File: src/rtl/matrix_cfg_loader_if.sv
// Configuration-stream interface for matrix_cfg_loader.
// The upstream agent (master) drives the serial stream and the clear.
// The loader (slave) drives the four packed select buses and the status strobes.
//   cfg_din/cfg_valid : serial config bit, and the strobe that says when it is sampled
//   cfg_clr           : synchronous clear of the active config; aborts any load
//   cfg_top/bottom    : N_TB select words each, word i at [SEL_W*i +: SEL_W]
//   cfg_left/right    : N_LR select words each, same packing
//   cfg_busy          : a frame is being loaded or checked
//   cfg_done/cfg_err  : one-cycle commit / reject pulses
interface matrix_cfg_loader_if #(
    parameter int N_TB  = 5,
    parameter int N_LR  = 4,
    parameter int SEL_W = 6
);
    logic                    cfg_din;
    logic                    cfg_valid;
    logic                    cfg_clr;
    logic [N_TB*SEL_W-1:0]   cfg_top;
    logic [N_TB*SEL_W-1:0]   cfg_bottom;
    logic [N_LR*SEL_W-1:0]   cfg_left;
    logic [N_LR*SEL_W-1:0]   cfg_right;
    logic                    cfg_busy;
    logic                    cfg_done;
    logic                    cfg_err;

    modport master (
        output cfg_din, cfg_valid, cfg_clr,
        input  cfg_top, cfg_bottom, cfg_left, cfg_right,
        input  cfg_busy, cfg_done, cfg_err
    );

    modport slave (
        input  cfg_din, cfg_valid, cfg_clr,
        output cfg_top, cfg_bottom, cfg_left, cfg_right,
        output cfg_busy, cfg_done, cfg_err
    );
endinterface

File: src/rtl/matrix_cfg_loader.sv
// Serial configuration loader for the switch-matrix tile.
// It hunts SYNC on the 1-bit stream, then shifts one frame into a shadow register.
// The frame is 18 select words followed by a checksum.
// The frame is checked for checksum and word legality, and then committed atomically
// to the active select buses.
//   clk   : system clock, all state on the rising edge
//   rst_n : asynchronous active-low reset
//   cfg   : matrix_cfg_loader_if.slave (stream in, select buses and status out)
module matrix_cfg_loader #(
    parameter int         N_TB  = 5,
    parameter int         N_LR  = 4,
    parameter int         SEL_W = 6,
    parameter logic [7:0] SYNC  = 8'hA5
) (
    input  logic               clk,
    input  logic               rst_n,
    matrix_cfg_loader_if.slave cfg
);
    localparam int N_WORDS    = 2*N_TB + 2*N_LR;
    localparam int FRAME_BITS = N_WORDS*SEL_W;
    localparam int PAY_BITS   = FRAME_BITS + SEL_W;
    localparam int CNT_W      = $clog2(PAY_BITS);
    localparam int IDX_W      = SEL_W - 3;

    typedef enum logic [1:0] {S_IDLE, S_LOAD, S_CHECK} state_t;

    state_t                  r_state;
    state_t                  w_state_nxt;
    logic [7:0]              r_sync;
    logic [CNT_W-1:0]        r_cnt;
    logic [PAY_BITS-1:0]     r_shadow;
    logic [FRAME_BITS-1:0]   r_act;     // active config, word k at [k*SEL_W +: SEL_W]
    logic                    r_done;
    logic                    r_err;

    logic [7:0]              w_sync_nxt;
    logic                    w_sync_hit;
    logic                    w_last_bit;
    logic                    w_commit;
    logic                    w_reject;
    logic                    w_frame_ok;
    logic [SEL_W-1:0]        w_word [N_WORDS];
    logic [SEL_W-1:0]        w_xor;
    logic [N_WORDS-1:0]      w_illegal;

    assign w_sync_nxt = {r_sync[6:0], cfg.cfg_din};
    assign w_sync_hit = cfg.cfg_valid && (w_sync_nxt == SYNC);
    assign w_last_bit = cfg.cfg_valid && (r_cnt == CNT_W'(PAY_BITS-1));

    // Payload arrives MSB first, so the first word ends up at the top of the shadow.
    for (genvar k = 0; k < N_WORDS; k++) begin : g_word
        localparam int OWN_SIDE = (k < N_TB)          ? 1 :
                                  (k < 2*N_TB)        ? 3 :
                                  (k < 2*N_TB + N_LR) ? 4 : 2;
        localparam int OWN_IDX  = (k < N_TB)          ? k :
                                  (k < 2*N_TB)        ? k - N_TB :
                                  (k < 2*N_TB + N_LR) ? k - 2*N_TB : k - 2*N_TB - N_LR;

        logic [2:0]       w_side;
        logic [IDX_W-1:0] w_idx;

        assign w_word[k] = r_shadow[PAY_BITS-1-k*SEL_W -: SEL_W];
        assign w_side    = w_word[k][2:0];
        assign w_idx     = w_word[k][SEL_W-1:3];

        // Side 0 (open) is legal with any index.
        // A word may not name its own wire.
        assign w_illegal[k] = (w_side > 3'd4) ||
                              (((w_side == 3'd1) || (w_side == 3'd3)) && (w_idx > IDX_W'(N_TB-1))) ||
                              (((w_side == 3'd2) || (w_side == 3'd4)) && (w_idx > IDX_W'(N_LR-1))) ||
                              ((w_side == 3'(OWN_SIDE)) && (w_idx == IDX_W'(OWN_IDX)));
    end

    always_comb begin
        w_xor = '0;
        for (int k = 0; k < N_WORDS; k++) w_xor = w_xor ^ w_word[k];
    end

    assign w_frame_ok = (w_xor == r_shadow[SEL_W-1:0]) && !(|w_illegal);

    // Next-state and pulse decode; cfg_clr overrides everything, including the CHECK exit.
    always_comb begin
        w_state_nxt = r_state;
        w_commit    = 1'b0;
        w_reject    = 1'b0;
        if (cfg.cfg_clr) begin
            w_state_nxt = S_IDLE;
        end else begin
            case (r_state)
                S_IDLE:  if (w_sync_hit) w_state_nxt = S_LOAD;
                S_LOAD:  if (w_last_bit) w_state_nxt = S_CHECK;
                S_CHECK: begin
                    w_state_nxt = S_IDLE;
                    w_commit    = w_frame_ok;
                    w_reject    = !w_frame_ok;
                end
                default: w_state_nxt = S_IDLE;
            endcase
        end
    end

    always_ff @(posedge clk or negedge rst_n) begin
        if (!rst_n) r_state <= S_IDLE;
        else        r_state <= w_state_nxt;
    end

    always_ff @(posedge clk or negedge rst_n) begin
        if (!rst_n) begin
            r_sync   <= '0;
            r_cnt    <= '0;
            r_shadow <= '0;
            r_act    <= '0;
            r_done   <= 1'b0;
            r_err    <= 1'b0;
        end else begin
            r_done <= w_commit;
            r_err  <= w_reject;
            if (cfg.cfg_clr) begin
                r_sync   <= '0;
                r_cnt    <= '0;
                r_shadow <= '0;
                r_act    <= '0;
            end else begin
                case (r_state)
                    S_IDLE: begin
                        r_cnt <= '0;
                        // Zeroing on a hit leaves the register clean for the next return to IDLE.
                        if (cfg.cfg_valid) r_sync <= w_sync_hit ? 8'h00 : w_sync_nxt;
                    end
                    S_LOAD: begin
                        if (cfg.cfg_valid) begin
                            r_shadow <= {r_shadow[PAY_BITS-2:0], cfg.cfg_din};
                            r_cnt    <= r_cnt + CNT_W'(1);
                        end
                    end
                    S_CHECK: begin
                        r_sync <= '0;
                        r_cnt  <= '0;
                        if (w_commit) begin
                            for (int k = 0; k < N_WORDS; k++)
                                r_act[k*SEL_W +: SEL_W] <= w_word[k];
                        end
                    end
                    default: begin
                        r_sync <= '0;
                        r_cnt  <= '0;
                    end
                endcase
            end
        end
    end

    assign cfg.cfg_top    = r_act[N_TB*SEL_W-1:0];
    assign cfg.cfg_bottom = r_act[2*N_TB*SEL_W-1:N_TB*SEL_W];
    assign cfg.cfg_left   = r_act[(2*N_TB+N_LR)*SEL_W-1:2*N_TB*SEL_W];
    assign cfg.cfg_right  = r_act[FRAME_BITS-1:(2*N_TB+N_LR)*SEL_W];
    assign cfg.cfg_busy   = (r_state != S_IDLE);
    assign cfg.cfg_done   = r_done;
    assign cfg.cfg_err    = r_err;
endmodule

File: src/flat_wrapper.sv
// flat-port wrapper written by rule: the top's interface ports become plain ports
module matrix_cfg_loader_flat 
#(
    parameter int         N_TB  = 5,
    parameter int         N_LR  = 4,
    parameter int         SEL_W = 6,
    parameter logic [7:0] SYNC  = 8'hA5
)
  (clk, rst_n, cfg_cfg_din, cfg_cfg_valid, cfg_cfg_clr, cfg_cfg_top, cfg_cfg_bottom, cfg_cfg_left, cfg_cfg_right, cfg_cfg_busy, cfg_cfg_done, cfg_cfg_err);
  matrix_cfg_loader_if #(.N_TB(N_TB), .N_LR(N_LR), .SEL_W(SEL_W)) cfg_i ();
  input  logic clk;
  input  logic rst_n;
  input wire logic [$bits(cfg_i.cfg_din)-1:0] cfg_cfg_din;
  input wire logic [$bits(cfg_i.cfg_valid)-1:0] cfg_cfg_valid;
  input wire logic [$bits(cfg_i.cfg_clr)-1:0] cfg_cfg_clr;
  output wire logic [$bits(cfg_i.cfg_top)-1:0] cfg_cfg_top;
  output wire logic [$bits(cfg_i.cfg_bottom)-1:0] cfg_cfg_bottom;
  output wire logic [$bits(cfg_i.cfg_left)-1:0] cfg_cfg_left;
  output wire logic [$bits(cfg_i.cfg_right)-1:0] cfg_cfg_right;
  output wire logic [$bits(cfg_i.cfg_busy)-1:0] cfg_cfg_busy;
  output wire logic [$bits(cfg_i.cfg_done)-1:0] cfg_cfg_done;
  output wire logic [$bits(cfg_i.cfg_err)-1:0] cfg_cfg_err;
  assign cfg_i.cfg_din = cfg_cfg_din;
  assign cfg_i.cfg_valid = cfg_cfg_valid;
  assign cfg_i.cfg_clr = cfg_cfg_clr;
  assign cfg_cfg_top = cfg_i.cfg_top;
  assign cfg_cfg_bottom = cfg_i.cfg_bottom;
  assign cfg_cfg_left = cfg_i.cfg_left;
  assign cfg_cfg_right = cfg_i.cfg_right;
  assign cfg_cfg_busy = cfg_i.cfg_busy;
  assign cfg_cfg_done = cfg_i.cfg_done;
  assign cfg_cfg_err = cfg_i.cfg_err;
  matrix_cfg_loader #(.N_TB(N_TB), .N_LR(N_LR), .SEL_W(SEL_W), .SYNC(SYNC)) u_core (.clk(clk), .rst_n(rst_n), .cfg(cfg_i));
endmodule
File: config.mk
export PLATFORM = sky130hd
export DESIGN_NAME = matrix_cfg_loader_flat
export DESIGN_NICKNAME = d
export VERILOG_FILES = /design/src/rtl/matrix_cfg_loader_if.sv /design/src/rtl/matrix_cfg_loader.sv /design/src/flat_wrapper.sv
export SDC_FILE = /design/constraint.sdc
export NUM_CORES = 1
export LEC_CHECK = 0
export BUFFER_PORTS_ARGS = -buffer_cell sky130_fd_sc_hd__buf_2
export CAP_MARGIN = 20
export CORE_MARGIN = 5
export CORE_UTILIZATION = 52
export DETAILED_ROUTE_END_ITERATION = 8
export GPL_TIMING_DRIVEN = 0
export PLACE_DENSITY = 0.75
export SLEW_MARGIN = 20
export SYNTH_ARGS = -nofsm -noshare
export SYNTH_HDL_FRONTEND = slang
export SYNTH_SLANG_ARGS = --single-unit
File: constraint.sdc
create_clock -name clk -period 2.5 [get_ports clk]
set_clock_uncertainty 0.1 [all_clocks]
set_input_delay 0.125 -clock clk [delete_from_list [all_inputs] [get_ports clk]]
set_output_delay 0.125 -clock clk [all_outputs]
set_load 0.01 [all_outputs]
==> results of run 1 <==
where the power goes:
| group | switching, mW | internal, mW | total [mW] |
|---|---|---|---|
| registers | 0.00227 | 3.89 | 3.89 |
| logic | 0.179 | 0.0954 | 0.275 |
| clock network | 1.56 | 2.76 | 4.32 |
| total | 1.74 | 6.74 | 8.48 |
worst paths after layout:
check,start,end,slack [ns],depth (start not counted)
setup / recovery,u_core.r_shadow[80],u_core.r_act[18],-0.34,11
hold / removal,cfg_cfg_valid,u_core.r_sync[3],0.03,4
setup reg to reg,u_core.r_shadow[80],u_core.r_act[18],-0.34,11
hold reg to reg,u_core.r_act[28],u_core.r_act[28],0.40,2
max in group asynchronous,rst_n,u_core.r_shadow[60],1.37,3
min in group asynchronous,rst_n,u_core.r_act[21],0.07,2
flip-flops by register name, indices dropped and copies added (netlist names):
name / flops
u_core.r_act: 108
u_core.r_cnt: 7
u_core.r_sync: 7
u_core.r_shadow: 114
u_core.cfg.cfg_done: 1
u_core.r_state: 2
u_core.cfg.cfg_err: 1
cells by family (layout without fill, tap and decap cells):
| logic type | after synthesis | count (layout) | synth area share (%) |
|---|---|---|---|
| mux | 6 | 6 | 0.5295 |
| buf+inv | 296 | 470 | 10.43 |
| fa+ha+maj | 2 | 2 | 0.2206 |
| compound gates | 294 | 294 | 15.77 |
| simple gates | 301 | 301 | 11.18 |
| xor+xnor | 106 | 106 | 8.912 |
| flops | 240 | 240 | 52.95 |
cell type report:
type                    instances  area, sq um
well taps                     280        350.3
fillers                      1635         7403
repair buffers                135        915.9
flip-flops and latches        240         6020
plain buffers                  70        441.7
inverters                     218        818.3
clock buffers                  35        725.7
clock inverters                12        242.7
multi-input cells             709         4703
stage by stage:
stage	cells	area [sq um]	utilization, %	hold WS (ns)	worst slack [ns]
floorplan	1245	11350	-	-0.2706	-0.03051
global placement	1640	12280	56.79	0.3197	-3.024
detailed placement	1642	12340	57.09	0.01758	-0.6534
CTS	1695	13620	62.98	0.02239	-0.3818
finish	1699	14220	65.76	0.03403	-0.3438
global route	1699	14220	65.76	0.06899	-0.4064
Yosys cell counts, drive strengths merged, types with 2 or more instances:
| cell | number |
|---|---|
| nor3 | 11 |
| a21oi | 131 |
| a22oi | 2 |
| xnor2 | 97 |
| ha | 2 |
| clkbuf | 50 |
| nor4b | 2 |
| nor2b | 3 |
| o311ai | 2 |
| nor2 | 18 |
| nand4 | 6 |
| or3 | 2 |
| nor3b | 2 |
| xnor3 | 6 |
| a32oi | 2 |
| o31ai | 4 |
| nand2 | 236 |
| nor4bb | 2 |
| nand2b | 3 |
| a2bb2oi | 4 |
| a31oi | 4 |
| buf | 28 |
| mux2i | 6 |
| a211oi | 4 |
| nand3b | 2 |
| xor2 | 3 |
| nor4 | 4 |
| a22o | 4 |
| inv | 218 |
| dfrtp | 240 |
| nand3 | 6 |
| o21ai | 13 |
| o22ai | 115 |
metal layers:
layer	wire, microns	track usage [%]	vias to the layer above	part of all wire (%)
li1	-	-	4351	-
met1	12960	33.82	4616	43
met2	14710	38.89	351	48
met3	2207	3.855	57	7.2
met4	574	4.465	0	1.9
met5	0	0	-	0
what timing repair did:
action	4_1_cts	5_1_grt
buffers inserted	8	2
hold endpoints to repair	244	0
pin swaps	13	51
gates cloned	1	5
hold buffers	3	0
resized for setup	47	88
setup endpoints to repair	110	109
worst reg2reg max path: stages (launching register included):
cell     delay, ns
dfrtp_1       0.47
xnor2_1       0.18
xnor2_1       0.26
xnor3_1       0.38
xnor2_1       0.15
nor4_2        0.26
buf_4         0.18
a41o_4        0.23
buf_12        0.14
buf_12        0.13
buf_8         0.13
o22ai_1       0.08
==> results.ini, run 1 <==
[logic_synthesis]
synth_warnings = 0
synth_edf_count = 0
synthArstFlopShare_pct = 100.0
yosysTopAreaCell = dfrtp_1
synth.top_cell.area_share_pct = 52.95
synth.area.top_cells = dfrtp_1, nand2_1, xnor2_1
syn_inst = 1245
synth_seq_area_share_pct = 52.95
yosysUniqueCellTypes = 52
avgSynthCellArea_sq_um = 9.111
netlist_area_sq_um = 11340
ys_seq_elements = 240
ys.flop_type = dfrtp_1
synthesis.nets = 1252

[grt]
grt-ovfl-total = 0
grt_usage_pct = 23.67
grt_pass1_vias = 9144
antenna_found_initial = 0
grt_max_degree = 93
grt_pass1_wl_microns = 47970

[floorplan]
io_pins = 116
die_x_microns = 157.7
die_h_microns = 157.7
design.core.area_sq_um = 21620
dieArea_sq_um = 24870
start_util_pct = 52.47
std_cell_rows = 54

[pwr]
leakage_nw = 5.796
p_total_mw = 8.482
pwr_density_cell_nw_per_um2 = 596.6
irDropWorstVdd_uv = 418.7

[finish]
final_common_cell = nand2_1
mostFrequentLayoutCells = nand2_1, dfrtp_1, inv_1
antenna_cells = 0
synthToLayoutAreaGrowth_pct = 25.34
drive_gt1_share_pct = 20.86
final_nets = 1407

[critical_path]
cp_data_arrival_time_ns = 3.13
path_cells = xnor2_1 > xnor2_1 > xnor3_1 > xnor2_1 > nor4_2 > buf_4 > a41o_4 > buf_12 > buf_12 > buf_8 > o22ai_1
crit_top_cell = xnor2_1
critPathKind = reg -> reg
worstPathMaxFanout = 10
critPathRequiredTime_ns = 2.79
start_kind = flop
endpoint_kind = flop
cpMaxStageDelayCell = dfrtp_1
critPathBufInv = 4
crit_family = XOR/XNOR gates
slowest_delay_ns = 0.47

[detailed_routing]
ant_nets = 0
post_drt_wl_per_cell_microns = 17.93
drc = 0
via_per_inst = 5.518
initialDrtViolationCount = 858
vias = 9375
drtPass1Iterations = 6
drt_wl_total_microns = 30460

[clocking]
cts_sinks = 240
cts_buffers = 26
clock_tree.buffer_depth = 3
cts_tree = done
clkSlewWorstSetupHoldPaths_ns = 0.06
insertion_delay_ns = 0.52
htreeDepth = 1
cts_root_buf = clkbuf_16

[run_status]
violations = setup timing
status = finished with violations

[timing]
max_slew.worst_pin.slew_ns = 0.7004
period_needed_ns = 2.844
final.setup.tns_ns = -29.64
timing.final.ws_setup_ns = -0.3438
finalCritPeriodShare_pct = 113.8
rsz0062_at_grt = yes
final-setup-viol-count = 109
final_max_slew_viol_count = 0
hold_viol = 0
relSlewSlack_pct = 52.65
fmax_mhz = 351.6

[placed_design]
routabilityCongestion = 0.9050
portBuffers = 115
post-dp-hpwl_microns = 20130

[run]
drv_cap = 0

[hold_path]
hold_class = in -> reg

Power figures use the tool's default switching activity.
==> run 2: changes to the inputs <==
CORE_ASPECT_RATIO = 1.1   (was unset)
==> run 2 against run 1 <==
Net effect: the flow still finishes with violations (setup timing); via count down 0.65%; hold slack worse by 0.021 ns; clock-buffer cell count up 3; critical path depth unchanged; worst setup slack better by 0.012 ns; total power down 10%.
==> results.ini, run 2 (synthesis results as in run 1) <==
[detailed_routing]
vias = 9314  ; -0.65%
via_per_inst = 5.437  ; -1.5%
initialDrtViolationCount = 712  ; -17%
drc = 0  ; unchanged
post_drt_wl_per_cell_microns = 17.24  ; -3.8%
drt_wl_total_microns = 29530  ; -3.1%
ant_nets = 0  ; unchanged
drtPass1Iterations = 5  ; -1

[run]
drv_cap = 0  ; unchanged

[finish]
final_common_cell = nand2_1
antenna_cells = 0  ; unchanged
drive_gt1_share_pct = 18.62  ; -2.2 points
nFillCells = 1760  ; +7.6%
largest_register_ffs = 114  ; unchanged
final_nets = 1415  ; +0.57%
top_regs = u_core.r_shadow x114, u_core.r_act x108
fin_area_sq_um = 13720  ; -3.5%
fin_util_pct = 63.98  ; -1.8 points
synthToLayoutAreaGrowth_pct = 20.92
top_register = u_core.r_shadow
mostFrequentLayoutCells = nand2_1, dfrtp_1, inv_1

[grt]
antenna_found_initial = 0  ; unchanged
grt_pass1_vias = 9275  ; +1.4%
grt_max_degree = 97  ; +4.3%
grt_usage_pct = 24.08  ; +0.41 points
grt-ovfl-total = 0  ; unchanged
grt_pass1_wl_microns = 47970  ; unchanged

[placed_design]
portBuffers = 115  ; unchanged
dpl-instance-area_sq_um = 12360  ; +0.10%
dp_slack_ns = -0.5394  ; +0.1140 ns
post-dp-hpwl_microns = 19870  ; -1.3%
routabilityCongestion = 0.8860  ; -2.1%

[timing]
period_needed_ns = 2.832  ; -0.01228 ns
timing.final.ws_setup_ns = -0.3315  ; +0.01228 ns
final_max_slew_viol_count = 0  ; unchanged
final.setup.tns_ns = -28.20  ; +1.437 ns
fmax_mhz = 353.2  ; +0.43%
final-setup-viol-count = 109  ; unchanged
finalCritPeriodShare_pct = 113.3  ; -0.49 points
max_slew.worst_pin.slew_ns = 0.7030  ; +0.002569 ns
rsz0062_at_grt = yes
hold_viol = 0  ; unchanged
relSlewSlack_pct = 52.47  ; -0.17 points

[critical_path]
start_kind = flop
critPathKind = reg -> reg
endpoint_kind = flop
worstPathMaxFanout = 10  ; unchanged
critPathRequiredTime_ns = 2.84  ; +0.05 ns
cp_data_arrival_time_ns = 3.17  ; +0.04 ns

[clocking]
cts_buffers = 25  ; -3.8%
clock_tree.buffer_depth = 3  ; unchanged
cts_root_buf = clkbuf_16
cts_tree = done
insertion_delay_ns = 0.53  ; about the same
htreeDepth = 1  ; unchanged
cts_sinks = 240  ; unchanged
clkSlewWorstSetupHoldPaths_ns = 0.06  ; about the same

[floorplan]
dieArea_sq_um = 24870  ; about the same
std_cell_rows = 56  ; +3.7%
design.core.area_sq_um = 21440  ; -0.83%
die_x_microns = 150.8  ; -4.4%
io_pins = 116  ; unchanged
die_h_microns = 164.9  ; +4.6%
start_util_pct = 52.91  ; +0.44 points

[run_status]
violations = setup timing
status = finished with violations

[pwr]
irDropWorstVdd_uv = 476.4  ; +14%
pwr_density_cell_nw_per_um2 = 556.7  ; -6.7%
p_total_mw = 7.636  ; -10%
leakage_nw = 5.701  ; -1.6%

[hold_path]
hold_class = in -> reg

run 2: cell count changes in the layout (fill, tap and decap cells not counted), sizes merged:
cell / change
buf: +11
inv: +1
clkbuf: +1
bufinv: -7
clkinv: -2
run 2: worst max-delay path: stages, from the launching register on:
cell and delay, ns:
dfrtp_2 0.44, a222oi_1 0.35, nand3_1 0.11, a211o_1 0.23, or4_4 0.43, nor4_4 0.21
buf_4 0.17, nand3_1 0.07, buf_6 0.18, buf_8 0.16, buf_12 0.15, o22ai_4 0.14
run 2: layer usage:
metal  GRT usage [%]  vias to the layer above  part of all wire [%]
met5               0                        -                     0
met4           7.791                        0                   3.5
met3           3.897                       77                   6.9
met2           40.08                      347                    48
met1           32.40                     4520                    41
li1                -                     4370                     -
run 2: cell type report:
type | count | area (sq um) | area share [%]
flip-flops and latches | 240 | 6027 | 43.94
multi-input cells | 709 | 4404 | 32.11
repair buffers | 144 | 933.4 | 6.805
inverters | 218 | 818.3 | 5.966
clock buffers | 38 | 734.5 | 5.354
plain buffers | 70 | 412.9 | 3.010
well taps | 290 | 362.8 | 2.645
clock inverters | 4 | 23.77 | 0.1733
run 2: path summary, 6_finish.rpt:
path	startpoint	end	slack, ns	cells past startpoint
worst max-delay path	u_core.r_shadow[23]	u_core.r_act[24]	-0.33	11
worst min-delay path	cfg_cfg_valid	u_core.r_sync[1]	0.01	4
worst max register to register	u_core.r_shadow[23]	u_core.r_act[24]	-0.33	11
worst min register to register	u_core.r_act[37]	u_core.r_act[37]	0.40	2
max in group asynchronous	rst_n	u_core.r_shadow[20]	1.38	3
min in group asynchronous	rst_n	u_core.r_act[57]	0.05	2
run 2: metrics by stage:
stage | hold slack, ns | cells
after floorplan | -0.2706 | 1245
after global placement | 0.3251 | 1650
after detailed placement | 0.006678 | 1652
after CTS | 0.003298 | 1709
after global routing | 0.05226 | 1713
final | 0.01291 | 1713
run 2: timing repair:
action / in CTS / in global routing
setup buffers: 12 / 6
hold buffers: 3 / 0
endpoints found under the hold margin: 244 / 0
setup endpoints to repair: 111 / 162
gates cloned: 6 / 1
gates resized for setup: 52 / 49
pin swaps: 9 / 18
run 2: report_power, final:
group	total [mW]	switching (mW)	leakage [nW]	internal (mW)
Combinational	0.249	0.167	2.00	0.0815
Clock	3.50	1.49	0.376	2.01
Sequential	3.89	0.00252	3.32	3.89
Total	7.64	1.66	5.70	5.98
==> run 3: changes to the inputs <==
CORE_ASPECT_RATIO = 0.75   (was 1.1)
==> run 3 against run 2 <==
Net effect: the flow still finishes with violations (setup timing); critical endpoint is now u_core.r_act[27]; total power rose by 2.1%; hold slack got worse by 0.0041 ns; wire length grew 2.3%; global-route usage decreased by 0.31 points.
==> results.ini, run 3 (synthesis results as in run 1) <==
[timing]
final-setup-viol-count = 109  ; unchanged
timing.final.ws_setup_ns = -0.4640  ; -0.1325 ns
final.setup.tns_ns = -40.28  ; -12.07 ns
fmax_mhz = 337.4  ; -4.5%
finalCritPeriodShare_pct = 118.6  ; +5.3 points
rsz0062_at_grt = yes
period_needed_ns = 2.964  ; +0.1325 ns
whs_ns = 0.008832  ; -0.004079 ns
hold_viol = 0  ; unchanged
relSlewSlack_pct = 51.93  ; -0.54 points
final_max_slew_viol_count = 0  ; unchanged
max_slew.worst_pin.slew_ns = 0.7110  ; +0.007990 ns

[finish]
final_common_cell = nand2_1
largest_register_ffs = 114  ; unchanged
top_regs = u_core.r_shadow x114, u_core.r_act x108
final_nets = 1403  ; -0.85%
antenna_cells = 0  ; unchanged
synthToLayoutAreaGrowth_pct = 21.65
ff_latch_area_sq_um = 6018  ; -0.15%
top_register = u_core.r_shadow
mostFrequentLayoutCells = nand2_1, dfrtp_1, inv_1
drive_gt1_share_pct = 19.18  ; +0.56 points
fin_area_sq_um = 13800  ; +0.60%
multiInputGateArea_sq_um = 4457  ; +1.2%
layout.cells.non_filler = 1701  ; -0.70%
nFillCells = 1698  ; -3.5%

[critical_path]
r2r_start = u_core.r_shadow[64]
critPathRequiredTime_ns = 2.84  ; about the same
start_kind = flop
worstPathMaxFanout = 6  ; -4
reg2reg_setup_slack_ns = -0.46  ; -0.13 ns
critPathKind = reg -> reg
rr_worst_depth = 10  ; -1
cp_data_arrival_time_ns = 3.30  ; +0.13 ns
rr_endpoint = u_core.r_act[27]
endpoint_kind = flop

[detailed_routing]
drtPass1Iterations = 8  ; +3
vias = 9336  ; +0.24%
drt_wl_total_microns = 30210  ; +2.3%
via_per_inst = 5.489  ; +0.94%
ant_nets = 0  ; unchanged
drc = 0  ; unchanged
initialDrtViolationCount = 966  ; +36%
post_drt_wl_per_cell_microns = 17.76  ; +3.0%

[floorplan]
std_cell_rows = 46  ; -18%
dieArea_sq_um = 24900  ; +0.11%
start_util_pct = 53.27  ; +0.36 points
io_pins = 116  ; unchanged
die_h_microns = 137.9  ; -16%
die_x_microns = 180.5  ; +20%
design.core.area_sq_um = 21300  ; -0.68%

[grt]
grt_usage_pct = 23.78  ; -0.31 points
grt_pass1_wl_microns = 47970  ; unchanged
antenna_found_initial = 1  ; +1
grt_max_degree = 101  ; +4.1%
grt-ovfl-total = 0  ; unchanged
grt_pass1_vias = 8911  ; -3.9%

[pwr]
leakage_nw = 5.783  ; +1.4%
p_total_mw = 7.797  ; +2.1%
irDropWorstVdd_uv = 546.5  ; +15%
pwr_density_cell_nw_per_um2 = 565.0  ; +1.5%

[hold_path]
hold_class = in -> reg
min_from = cfg_cfg_valid
hold_depth = 4  ; unchanged
min_to = u_core.r_sync[3]

[placed_design]
portBuffers = 115  ; unchanged
dp_cells = 1650  ; -0.12%
routabilityCongestion = 0.9193  ; +3.8%
post-dp-hpwl_microns = 20310  ; +2.2%
dpl-instance-area_sq_um = 12350  ; about the same

[clocking]
cts_root_buf = clkbuf_16
insertion_delay_ns = 0.51  ; -0.02 ns
clock_tree.buffer_depth = 3  ; unchanged
cts_sinks = 240  ; unchanged
htreeDepth = 1  ; unchanged
cts_tree = done
clkSlewWorstSetupHoldPaths_ns = 0.06  ; about the same
cts_buffers = 25  ; unchanged

[run_status]
violations = setup timing
status = finished with violations

[run]
drv_cap = 0  ; unchanged

==> run 3: timing repair <==
| action | in CTS | in global routing |
|---|---|---|
| setup endpoints to repair | 131 | 168 |
| cloned | 4 | 1 |
| hold buffers | 2 | 0 |
| setup buffers | 6 | 1 |
| resized for setup | 65 | 62 |
| pin swaps | 10 | 6 |
| endpoints found under the hold margin | 87 | 0 |
==> run 3: worst max-delay path by stage <==
stage                             start                 to  cells past startpoint
global route        u_core.r_shadow[64]   u_core.r_act[26]                     10
finish              u_core.r_shadow[64]   u_core.r_act[27]                     10
CTS                 u_core.r_shadow[20]   u_core.r_act[34]                     10
floorplan           u_core.r_shadow[23]   u_core.r_act[23]                     10
global placement                  rst_n    u_core.r_cnt[1]                      1
detailed placement  u_core.r_shadow[78]  u_core.r_act[100]                     10
==> run 3: area by class of cell <==
type | count | share of cell area [%]
Multi-Input combinational cell | 709 | 32.30
Clock buffer | 35 | 5.168
Clock inverter | 9 | 0.7072
Sequential cell | 240 | 43.61
Buffer | 72 | 3.663
Tap cell | 288 | 2.611
Timing Repair Buffer | 130 | 6.011
Inverter | 218 | 5.930
==> run 3: metal layers <==
metal	track usage (%)	part of all wire, %	up-vias
met3	5.480	9.0	58
met4	5.835	2.4	2
met1	34.89	45	4552
met2	36.34	44	391
met5	0	0.040	-
li1	-	-	4333
==> run 3: metrics by stage <==
step,util [%],setup slack (ns)
finish,64.80,-0.4640
global route,64.80,-0.5292
global placement,57.71,-3.008
floorplan,-,-0.03051
CTS,63.65,-0.3198
detailed placement,58.01,-0.5405
==> run 3: worst max-delay path, stage by stage, from the launching register on <==
cell and delay (ns):
dfrtp_1 0.52, xnor2_1 0.20, xnor2_1 0.25, xnor3_1 0.41, xnor2_1 0.21, nor4_2 0.43
nand3_4 0.16, buf_12 0.18, buf_8 0.14, clkbuf_16 0.15, o22ai_2 0.13
==> run 3: report_power, final <==
part	internal [mW]	total [mW]	switching (mW)
Clock	2.19	3.68	1.50
Combinational	0.0613	0.225	0.163
Sequential	3.89	3.89	0.00260
